## src/rtl/mult_div_unit.sv

```systemverilog
// ---------------------------------------------------------------------------
// mult_div_unit
//   Iterative multiply/divide unit with HI/LO result registers for the
//   multi-cycle MIPS datapath. Multiply is shift-add, one multiplier bit per
//   cycle. Divide is restoring division, one quotient bit per cycle. A
//   normal operation takes WIDTH iterations plus one FINISH cycle. done is
//   high in the cycle after the HI/LO write.
//
//   Optional build macro: MULTDIV_SIGNED_EN
//     When defined, the unit adds a signed_op input. Signed operands are
//     converted to magnitudes at start and run through the unsigned
//     iteration. The sign is corrected during the FINISH write, so the
//     latency is the same as for unsigned operations.
//
// Ports
//   clk        system clock, rising edge
//   reset      synchronous, active-high reset
//   start      one-cycle request, sampled only while idle
//   op         0 = multiply, 1 = divide
//   signed_op  two's-complement operands (present only with MULTDIV_SIGNED_EN)
//   a, b       rs / rt operands, latched when start is accepted
//   busy       operation in progress
//   done       one-cycle completion pulse, HI/LO valid in that cycle
//   div_zero   sticky flag: the last divide had b == 0
//   hi_out     HI register (product high half / remainder)
//   lo_out     LO register (product low half / quotient)
// ---------------------------------------------------------------------------
module mult_div_unit #(
    parameter int WIDTH = 32,
    parameter int CNT_W = 6
) (
    input  logic             clk,
    input  logic             reset,
    input  logic             start,
    input  logic             op,
`ifdef MULTDIV_SIGNED_EN
    input  logic             signed_op,
`endif
    input  logic [WIDTH-1:0] a,
    input  logic [WIDTH-1:0] b,
    output logic             busy,
    output logic             done,
    output logic             div_zero,
    output logic [WIDTH-1:0] hi_out,
    output logic [WIDTH-1:0] lo_out
);

    localparam logic [1:0] S_IDLE   = 2'd0;
    localparam logic [1:0] S_MULT   = 2'd1;
    localparam logic [1:0] S_DIV    = 2'd2;
    localparam logic [1:0] S_FINISH = 2'd3;

    localparam logic [CNT_W-1:0] LAST_ITER = CNT_W'(WIDTH - 1);

    logic [1:0]         state;
    logic [CNT_W-1:0]   cnt;
    logic               op_r;
    logic               neg_q;   // negate product / quotient at FINISH
    logic               neg_r;   // negate remainder at FINISH
    logic [WIDTH-1:0]   opd;     // multiplicand (MULT) or divisor (DIV) magnitude
    // MULT: {partial product high, multiplier shifting out}
    // DIV : {partial remainder, dividend shifting out / quotient shifting in}
    logic [2*WIDTH-1:0] acc;

    logic               sgn_in;
`ifdef MULTDIV_SIGNED_EN
    assign sgn_in = signed_op;
`else
    assign sgn_in = 1'b0;
`endif

    logic               a_neg, b_neg;
    logic [WIDTH-1:0]   a_mag, b_mag;
    logic [WIDTH:0]     mult_sum;
    logic [WIDTH:0]     div_shift, div_diff;
    logic [2*WIDTH-1:0] mult_next, div_next, prod_fix;
    logic [WIDTH-1:0]   quo_fix, rem_fix;

    // NOTE: every signal is assigned a default at the top of the block, so no
    // path can leave a value unassigned and infer a latch.
    always_comb begin
        a_neg     = sgn_in & a[WIDTH-1];
        b_neg     = sgn_in & b[WIDTH-1];
        a_mag     = a_neg ? -a : a;
        b_mag     = b_neg ? -b : b;

        // Shift-add: conditionally add the multiplicand to the high half,
        // then shift the whole accumulator right, keeping the carry.
        mult_sum  = {1'b0, acc[2*WIDTH-1:WIDTH]} + {1'b0, (acc[0] ? opd : {WIDTH{1'b0}})};
        mult_next = {mult_sum, acc[WIDTH-1:1]};

        // Restoring divide: shift the next dividend bit into the remainder
        // and subtract the divisor. A borrow (bit WIDTH set) means the
        // subtraction is discarded. The remainder is always below the
        // divisor, so the difference cannot be WIDTH+1 bits wide otherwise.
        div_shift = {acc[2*WIDTH-1:WIDTH], acc[WIDTH-1]};
        div_diff  = div_shift - {1'b0, opd};
        div_next  = div_diff[WIDTH]
                  ? {div_shift[WIDTH-1:0], acc[WIDTH-2:0], 1'b0}
                  : {div_diff[WIDTH-1:0],  acc[WIDTH-2:0], 1'b1};

        prod_fix  = neg_q ? -acc : acc;
        quo_fix   = neg_q ? -acc[WIDTH-1:0] : acc[WIDTH-1:0];
        rem_fix   = neg_r ? -acc[2*WIDTH-1:WIDTH] : acc[2*WIDTH-1:WIDTH];
    end

    assign busy = (state != S_IDLE);

    // NOTE: sequential state uses non-blocking assignments only, so every
    // register samples the pre-edge values of the others.
    always_ff @(posedge clk) begin
        if (reset) begin
            state    <= S_IDLE;
            cnt      <= '0;
            op_r     <= 1'b0;
            neg_q    <= 1'b0;
            neg_r    <= 1'b0;
            opd      <= '0;
            acc      <= '0;
            done     <= 1'b0;
            div_zero <= 1'b0;
            hi_out   <= '0;
            lo_out   <= '0;
        end else begin
            done <= 1'b0;
            case (state)
                S_IDLE: begin
                    if (start) begin
                        op_r     <= op;
                        cnt      <= '0;
                        div_zero <= 1'b0;
                        neg_q    <= a_neg ^ b_neg;
                        neg_r    <= a_neg;
                        if (!op) begin
                            opd   <= a_mag;
                            acc   <= {{WIDTH{1'b0}}, b_mag};
                            state <= S_MULT;
                        end else if (b == '0) begin
                            div_zero <= 1'b1;
                            state    <= S_FINISH;
                        end else begin
                            opd   <= b_mag;
                            acc   <= {{WIDTH{1'b0}}, a_mag};
                            state <= S_DIV;
                        end
                    end
                end
                S_MULT: begin
                    acc <= mult_next;
                    cnt <= cnt + CNT_W'(1);
                    if (cnt == LAST_ITER) state <= S_FINISH;
                end
                S_DIV: begin
                    acc <= div_next;
                    cnt <= cnt + CNT_W'(1);
                    if (cnt == LAST_ITER) state <= S_FINISH;
                end
                default: begin  // S_FINISH
                    // A divide by zero leaves HI/LO untouched.
                    if (!div_zero) begin
                        if (op_r) begin
                            hi_out <= rem_fix;
                            lo_out <= quo_fix;
                        end else begin
                            {hi_out, lo_out} <= prod_fix;
                        end
                    end
                    done  <= 1'b1;
                    state <= S_IDLE;
                end
            endcase
        end
    end

endmodule

```

## config.mk

```make
export PLATFORM = sky130hd
export DESIGN_NAME = mult_div_unit
export DESIGN_NICKNAME = d
export VERILOG_FILES = /design/src/rtl/mult_div_unit.sv
export SDC_FILE = /design/constraint.sdc
export NUM_CORES = 1
export LEC_CHECK = 0
export ABC_CLOCK_PERIOD_IN_PS = 5100
export CORE_MARGIN = 2
export CORE_UTILIZATION = 50
export CTS_BUF_LIST = sky130_fd_sc_hd__clkbuf_8
export DETAILED_ROUTE_END_ITERATION = 10
export GPL_TIMING_DRIVEN = 0
export PLACE_DENSITY = 0.84
export SETUP_SLACK_MARGIN = 0.2
export SYNTH_ARGS = -nofsm -noshare
export SYNTH_HDL_FRONTEND = slang
export SYNTH_SLANG_ARGS = --single-unit
```

## constraint.sdc

```tcl
create_clock -name clk -period 5.1 [get_ports clk]
set_clock_uncertainty 0.2 [all_clocks]
set_input_delay 0.765 -clock clk [delete_from_list [all_inputs] [get_ports clk]]
set_output_delay 0.765 -clock clk [all_outputs]
set_load 0.02 [all_outputs]
```

==> results.sh, run 1 <==
export IMPL_setup_viol=0
export IMPL_worstPathCellList="clkbuf_1, nand2_1, fa_1, nand2b_1, a211oi_1, o221ai_1, a21oi_1, a21oi_1, o31ai_1, a31oi_1, o311ai_1, o21a_1"
export IMPL_track_usage=0.287
export IMPL_place_congestion=0.966
export IMPL_p_int_mw=2.71
export IMPL_p_leak_nw=5.17
export IMPL_crit_required_ps=5330
export IMPL_grt_overflow_total=0
export IMPL_synthTopCellsByArea="dfxtp_1 30%, a21oi_1 8.0%, ha_1 7.7%, mux2i_1 7.3%, nand2_1 5.9%"
export IMPL_synth_xor_area_frac=0.0492
export IMPL_antennaDiodeCount=0
export IMPL_synthAdderAreaFrac=0.0804
export IMPL_p_seq_frac=0.349
export IMPL_grt_pass1_wl_mm=55.2
export IMPL_p_per_area_mw_per_mm2=374
export IMPL_ant_nets=0
export IMPL_worst_path_max_fanout=10
export IMPL_rsz0062_at_grt="no"
export IMPL_area_growth_pct=18.7
export IMPL_timing_final_crit_share=0.879
export IMPL_setup_worst_path_end_class="register"
export IMPL_clock_sinks=170
export IMPL_cts_resized=0
export IMPL_fin_area_mm2=0.0133
export IMPL_synth_area_mm2=0.0112
export IMPL_pwr_share_clk=0.197
export IMPL_hpwl_mm=26.7
export IMPL_crit_top_cell="a21oi_1"
export IMPL_path_class="reg2reg"
export IMPL_via_per_inst=6.03
export IMPL_clkTransAtPathRegs_ps=100
export IMPL_rr_endpoint="acc[63]"
export IMPL_yosysSeqAreaShare=0.303
export IMPL_clockBufferDepth=2
export IMPL_rows=54
export IMPL_num_io_pins=135
export IMPL_nFillCells=1973
export IMPL_avgSynthCellArea_um2=7.90
export IMPL_drc_errors=0
export IMPL_peakVddDrop_uv=244
export IMPL_synth_flop_cell="dfxtp_1"
export IMPL_ys_types=67
export IMPL_cts_max_level=4
export IMPL_num_vias=11300
export IMPL_combinationalPowerShare=0.453
export IMPL_synthArstFlopShare=0
export IMPL_post_cts_buffers=0
export IMPL_synth_top_family_by_area="compound AO/OA/AOI/OAI gates"
export IMPL_syn_nets=1561
export IMPL_drt_wl_total_mm=34.5
export IMPL_power_switching_mw=2.29
export IMPL_synth_edf_count=0
export IMPL_netSwitchingFraction=0.458
export IMPL_firstDrtPassIters=5
export IMPL_post_dp_cell_area_mm2=0.0129
export IMPL_hold_violations=0
export IMPL_critPathMaxStageDelay_ps=630
export IMPL_crit_arrival_ps=4710
export IMPL_clk_latency_ps=490
export IMPL_cts_tree="built"
export IMPL_rr_startpoint="acc[0]"
export IMPL_synthSimpleGateAreaFrac=0.166
export IMPL_fmax_ghz=0.223
export IMPL_crit_buf_inv=1
export IMPL_netlist_instances=1422
export IMPL_crit_slowest_cell="dfxtp_1"
export IMPL_cts_hold_buf=0
export IMPL_min_from="hi_out[29]"
export IMPL_antenna_found_initial=0
export IMPL_hold_class="reg2reg"
export IMPL_yosysMostFrequentCell="a21oi_1"
export IMPL_yosysWarnings=0
export IMPL_yosysTopAreaCell="dfxtp_1"
export IMPL_grt_max_degree=20
export IMPL_drive_gt1_frac=0.0391
export IMPL_io_buffers=133
export IMPL_hold_depth=2
export IMPL_die_w_um=154
export IMPL_worst_setup_path_start_kind="register"
export IMPL_tns_ps=0
export IMPL_grt_pass1_vias=10800
export IMPL_synthMuxAreaShare=0.0770
export IMPL_maxCapViolCount=0
export IMPL_max_slew_margin_rel=0.177
export IMPL_die_y_um=154
export IMPL_ff2ff_setup_slack_ps=610
export IMPL_status="completed"
export IMPL_coreArea_mm2=0.0220
export IMPL_yosysTopAreaCellShare=0.303
export IMPL_ys_seq_elements=170
export IMPL_rr_worst_depth=12
export IMPL_min_period_ps=4490
export IMPL_min_to="hi_out[29]"
export IMPL_post_drt_wl_per_cell_um=18.5
export IMPL_tritoncts_num_buffers=17
export IMPL_yosys_top_cells_count="179 x a21oi_1, 176 x nand2_1, 170 x dfxtp_1"
export IMPL_finalMaxSlewViolations=0
export IMPL_path_delay_family="compound AO/OA/AOI/OAI gates"
export IMPL_start_util=0.512
export IMPL_synth_compound_area_frac=0.271
export IMPL_clock_root_buffer="clkbuf_8"
export IMPL_worst_pin_slew_ps=1220
export IMPL_fin_nets=1713
export IMPL_dieArea_mm2=0.0237
export IMPL_drt_initial_drc_count=954
## sequential cells by signal, indices dropped and copies added, names as in the netlist
| signal | flops |
|---|---|
| hi_out | 32 |
| lo_out | 32 |
| div_zero | 1 |
| cnt | 6 |
| opd | 32 |
| acc | 64 |
| done | 1 |
| state | 2 |
## cell families (layout without fill, tap and decap cells)
family,count (synthesis),count (layout)
AOI/OAI and AO/OA,469,469
xor gates and xnor gates,61,61
adders and majority gates,71,71
buffers and inverters,150,315
DFF,170,170
muxes,86,86
and+or+nand+nor,415,415
## metrics by stage
step                utilization  cells  power, mW  setup WS [ps]  hold slack, ps
floorplan                     -   1422       3.31           1860             258
global placement          0.588   1835       3.90            691             245
detailed placement        0.588   1835       3.97            583             246
CTS                       0.607   1867       4.94            663             262
global route              0.607   1867       5.29            407             283
finish                    0.607   1867       4.99            615             260
## power by group through the flow
| stage | Clock, mW | Sequential, mW | Combinational (mW) |
|---|---|---|---|
| 4_1_cts | 0.987 | 1.73 | 2.22 |
| 2_1_floorplan | 0 | 1.68 | 1.64 |
| 6_report | 0.986 | 1.75 | 2.26 |
| 3_3_place_gp | 0 | 1.76 | 2.15 |
| 3_5_place_dp | 0 | 1.76 | 2.20 |
| 5_1_grt | 1.04 | 1.76 | 2.48 |
## worst min-delay path: cells and delay by family, from the launching register on
| family | cells | cell delay (ps) |
|---|---|---|
| compound gates | 1 | 50 |
| flops | 1 | 320 |
| simple gates | 1 | 50 |
## layer usage
| layer | GRT usage | vias to the layer above | routed length [um] |
|---|---|---|---|
| met5 | 0 | - | 0 |
| met2 | 0.468 | 498 | 15500 |
| met3 | 0.0505 | 81 | 2690 |
| met1 | 0.387 | 5245 | 15200 |
| met4 | 0.0926 | 0 | 1000 |
| li1 | - | 5437 | - |
## worst max-delay path by stage
stage,to,depth (start not counted),startpoint,slack [ps]
6_report,acc[63],12,acc[0],610
5_1_grt,acc[63],12,acc[0],410
4_1_cts,acc[63],12,acc[0],660
3_5_place_dp,acc[30],11,b[16],580
3_3_place_gp,acc[31],11,b[27],690
2_1_floorplan,acc[63],12,acc[0],1860
## cell type report
type	count	area [um^2]	area share
inverter	56	210	0.0158
multi-input combinational	1102	7230	0.542
clock buffer	17	234	0.0175
timing repair buffer	133	1330	0.0998
tap	280	350	0.0263
buffer	94	397	0.0297
clock inverter	15	184	0.0138
sequential	170	3400	0.255
## cell usage in the layout (no fill, tap or decap), drive strengths merged, types with 12 or more instances in the layout
cell type	count
clkdlybuf4s50	133
buf	23
a21oi	181
inv	63
xor2	20
a21o	35
and2	33
a221oi	35
clkbuf	88
nand2	176
dfxtp	170
nand3	14
a22oi	17
nor2	111
a211oi	76
nor2b	13
xnor2	41
nor3	16
o21ai	62
nand2b	15
ha	69
mux2i	82
nand4	12
(Power assumes the default switching activity.)
==> run 2: changes to the inputs <==
--- a/config.mk
+++ b/config.mk
@@ -10,6 +10,7 @@
 export CORE_UTILIZATION = 50
 export CTS_BUF_LIST = sky130_fd_sc_hd__clkbuf_8
 export DETAILED_ROUTE_END_ITERATION = 10
+export GPL_ROUTABILITY_DRIVEN = 0
 export GPL_TIMING_DRIVEN = 0
 export PLACE_DENSITY = 0.84
 export SETUP_SLACK_MARGIN = 0.2
==> results.sh, run 2 (same netlist as run 1, synthesis figures left out) <==
export IMPL_min_from="hi_out[2]"
export IMPL_maxCapViolCount=0
export IMPL_clock_root_buffer="clkbuf_8"
export IMPL_min_period_ps=4470
export IMPL_drc_errors=0
export IMPL_fin_area_mm2=0.0133
export IMPL_nFillCells=1935
export IMPL_worst_path_max_fanout=10
export IMPL_io_buffers=133
export IMPL_power_switching_mw=2.30
export IMPL_stdcell_count=1868
export IMPL_netSwitchingFraction=0.457
export IMPL_tritoncts_num_buffers=17
export IMPL_grt_pass1_vias=11000
export IMPL_post_cts_buffers=0
export IMPL_grt_pass1_wl_mm=55.6
export IMPL_firstDrtPassIters=7
export IMPL_grt_max_degree=20
export IMPL_rr_startpoint="acc[0]"
export IMPL_wl_met1_mm=14.4
export IMPL_setup_viol=0
export IMPL_final_util=0.607
export IMPL_p_int_mw=2.72
export IMPL_track_usage=0.287
export IMPL_via_per_inst=6.08
export IMPL_hold_class="reg2reg"
export IMPL_num_vias=11400
export IMPL_largest_register="acc"
export IMPL_fmax_ghz=0.224
export IMPL_multi_input_comb_area_mm2=0.00723
export IMPL_critPathLaunch="acc[0]"
export IMPL_hpwl_mm=26.4
export IMPL_rsz0062_at_grt="no"
export IMPL_grt_overflow_total=0
export IMPL_num_io_pins=135
export IMPL_crit_required_ps=5340
export IMPL_drt_wl_total_mm=34.5
export IMPL_combinationalPowerShare=0.454
export IMPL_pre_cts_ws_ps=714
export IMPL_coreArea_mm2=0.0220
export IMPL_layout_common_cells="179 x a21oi_1, 176 x nand2_1, 170 x dfxtp_1, 133 x clkdlybuf4s50_1, 111 x nor2_1"
export IMPL_wl_met2_mm=15.5
export IMPL_die_y_um=154
export IMPL_fin_nets=1713
export IMPL_hold_violations=0
export IMPL_tns_ps=0
export IMPL_die_w_um=154
export IMPL_post_drt_wl_per_cell_um=18.5
export IMPL_cts_hold_buf=0
export IMPL_rows=54
export IMPL_p_seq_frac=0.346
export IMPL_regArea_mm2=0.00340
export IMPL_cts_tree="built"
export IMPL_clk_latency_ps=490
export IMPL_top_layer_used="met5"
export IMPL_p_per_area_mw_per_mm2=376
export IMPL_finalMaxSlewViolations=0
export IMPL_area_growth_pct=18.7
export IMPL_setup_worst_path_end_class="register"
export IMPL_max_slew_margin_rel=0.214
export IMPL_antenna_found_initial=1
export IMPL_post_dp_cell_area_mm2=0.0129
export IMPL_place_inst=1835
export IMPL_peakVddDrop_uv=233
export IMPL_clkTransAtPathRegs_ps=100
export IMPL_path_class="reg2reg"
export IMPL_ant_nets=0
export IMPL_start_util=0.512
export IMPL_timing_final_crit_share=0.876
export IMPL_met3_length_mm=3.34
export IMPL_layout_commonest_cell="a21oi_1"
export IMPL_clock_sinks=170
export IMPL_cts_max_level=4
export IMPL_timing_final_ws_setup_ps=633
export IMPL_pwr_share_clk=0.200
export IMPL_worst_pin_slew_ps=1170
export IMPL_cts_resized=0
export IMPL_status="completed"
export IMPL_dieArea_mm2=0.0237
export IMPL_largest_register_ffs=64
export IMPL_drive_gt1_frac=0.0397
export IMPL_p_leak_nw=5.17
export IMPL_clockBufferDepth=2
export IMPL_crit_arrival_ps=4710
export IMPL_worst_setup_path_start_kind="register"
export IMPL_drt_initial_drc_count=1138
==> run 2: cell types whose count changed in the layout (fill, tap and decap cells not counted) <==
| cell | before | now |
|---|---|---|
| inv_8 | 2 | 6 |
| clkinv_8 | 7 | 4 |
| clkbuf_8 | 17 | 18 |
| diode_2 | 0 | 1 |
| inv_1 | 57 | 56 |
| inv_6 | 4 | 3 |
==> run 2: routing by layer <==
layer  vias up  global-route usage
li1       5441                   -
met1      5228               0.368
met2       591               0.467
met3        91              0.0682
met4         2               0.119
met5         -                   0
==> run 2: power by group through the flow <==
stage | Combinational, mW | Sequential, mW | Clock, mW
after floorplan | 1.64 | 1.68 | 0
after global placement | 2.13 | 1.75 | 0
after detailed placement | 2.19 | 1.76 | 0
after CTS | 2.21 | 1.72 | 1.00
after global routing | 2.49 | 1.76 | 1.06
final | 2.28 | 1.74 | 1.00
==> run 2: through the flow <==
| stage | power (mW) | hold WS (ps) |
|---|---|---|
| finish | 5.02 | 258 |
| global placement | 3.88 | 244 |
| global route | 5.31 | 277 |
| CTS | 4.94 | 262 |
| floorplan | 3.31 | 258 |
| detailed placement | 3.95 | 246 |
==> run 2: worst paths after layout <==
kind	slack [ps]	depth (start not counted)	endpoint
worst min-delay path	260	2	hi_out[2]
worst min register to register	260	2	hi_out[2]
worst max register to register	630	12	acc[63]
worst max-delay path	630	12	acc[63]
==> run 2: area by class of cell <==
class | instances | area share
Multi-Input combinational cell | 1102 | 0.542
Sequential cell | 170 | 0.255
Timing Repair Buffer | 133 | 0.0998
Buffer | 94 | 0.0297
Tap cell | 280 | 0.0263
Clock buffer | 18 | 0.0186
Inverter | 56 | 0.0158
Clock inverter | 14 | 0.0126
Antenna cell | 1 | 0.000188
==> run 2: critical path, cell delays in order, from the launching register on <==
cell and delay, ps:
dfxtp_1 630, clkbuf_1 390, nand2_1 170, fa_1 450
nand2b_1 190, a211oi_1 340, o221ai_1 310, a21oi_1 450
a21oi_1 130, o31ai_1 450, a31oi_1 250, o311ai_1 310
o21a_1 150
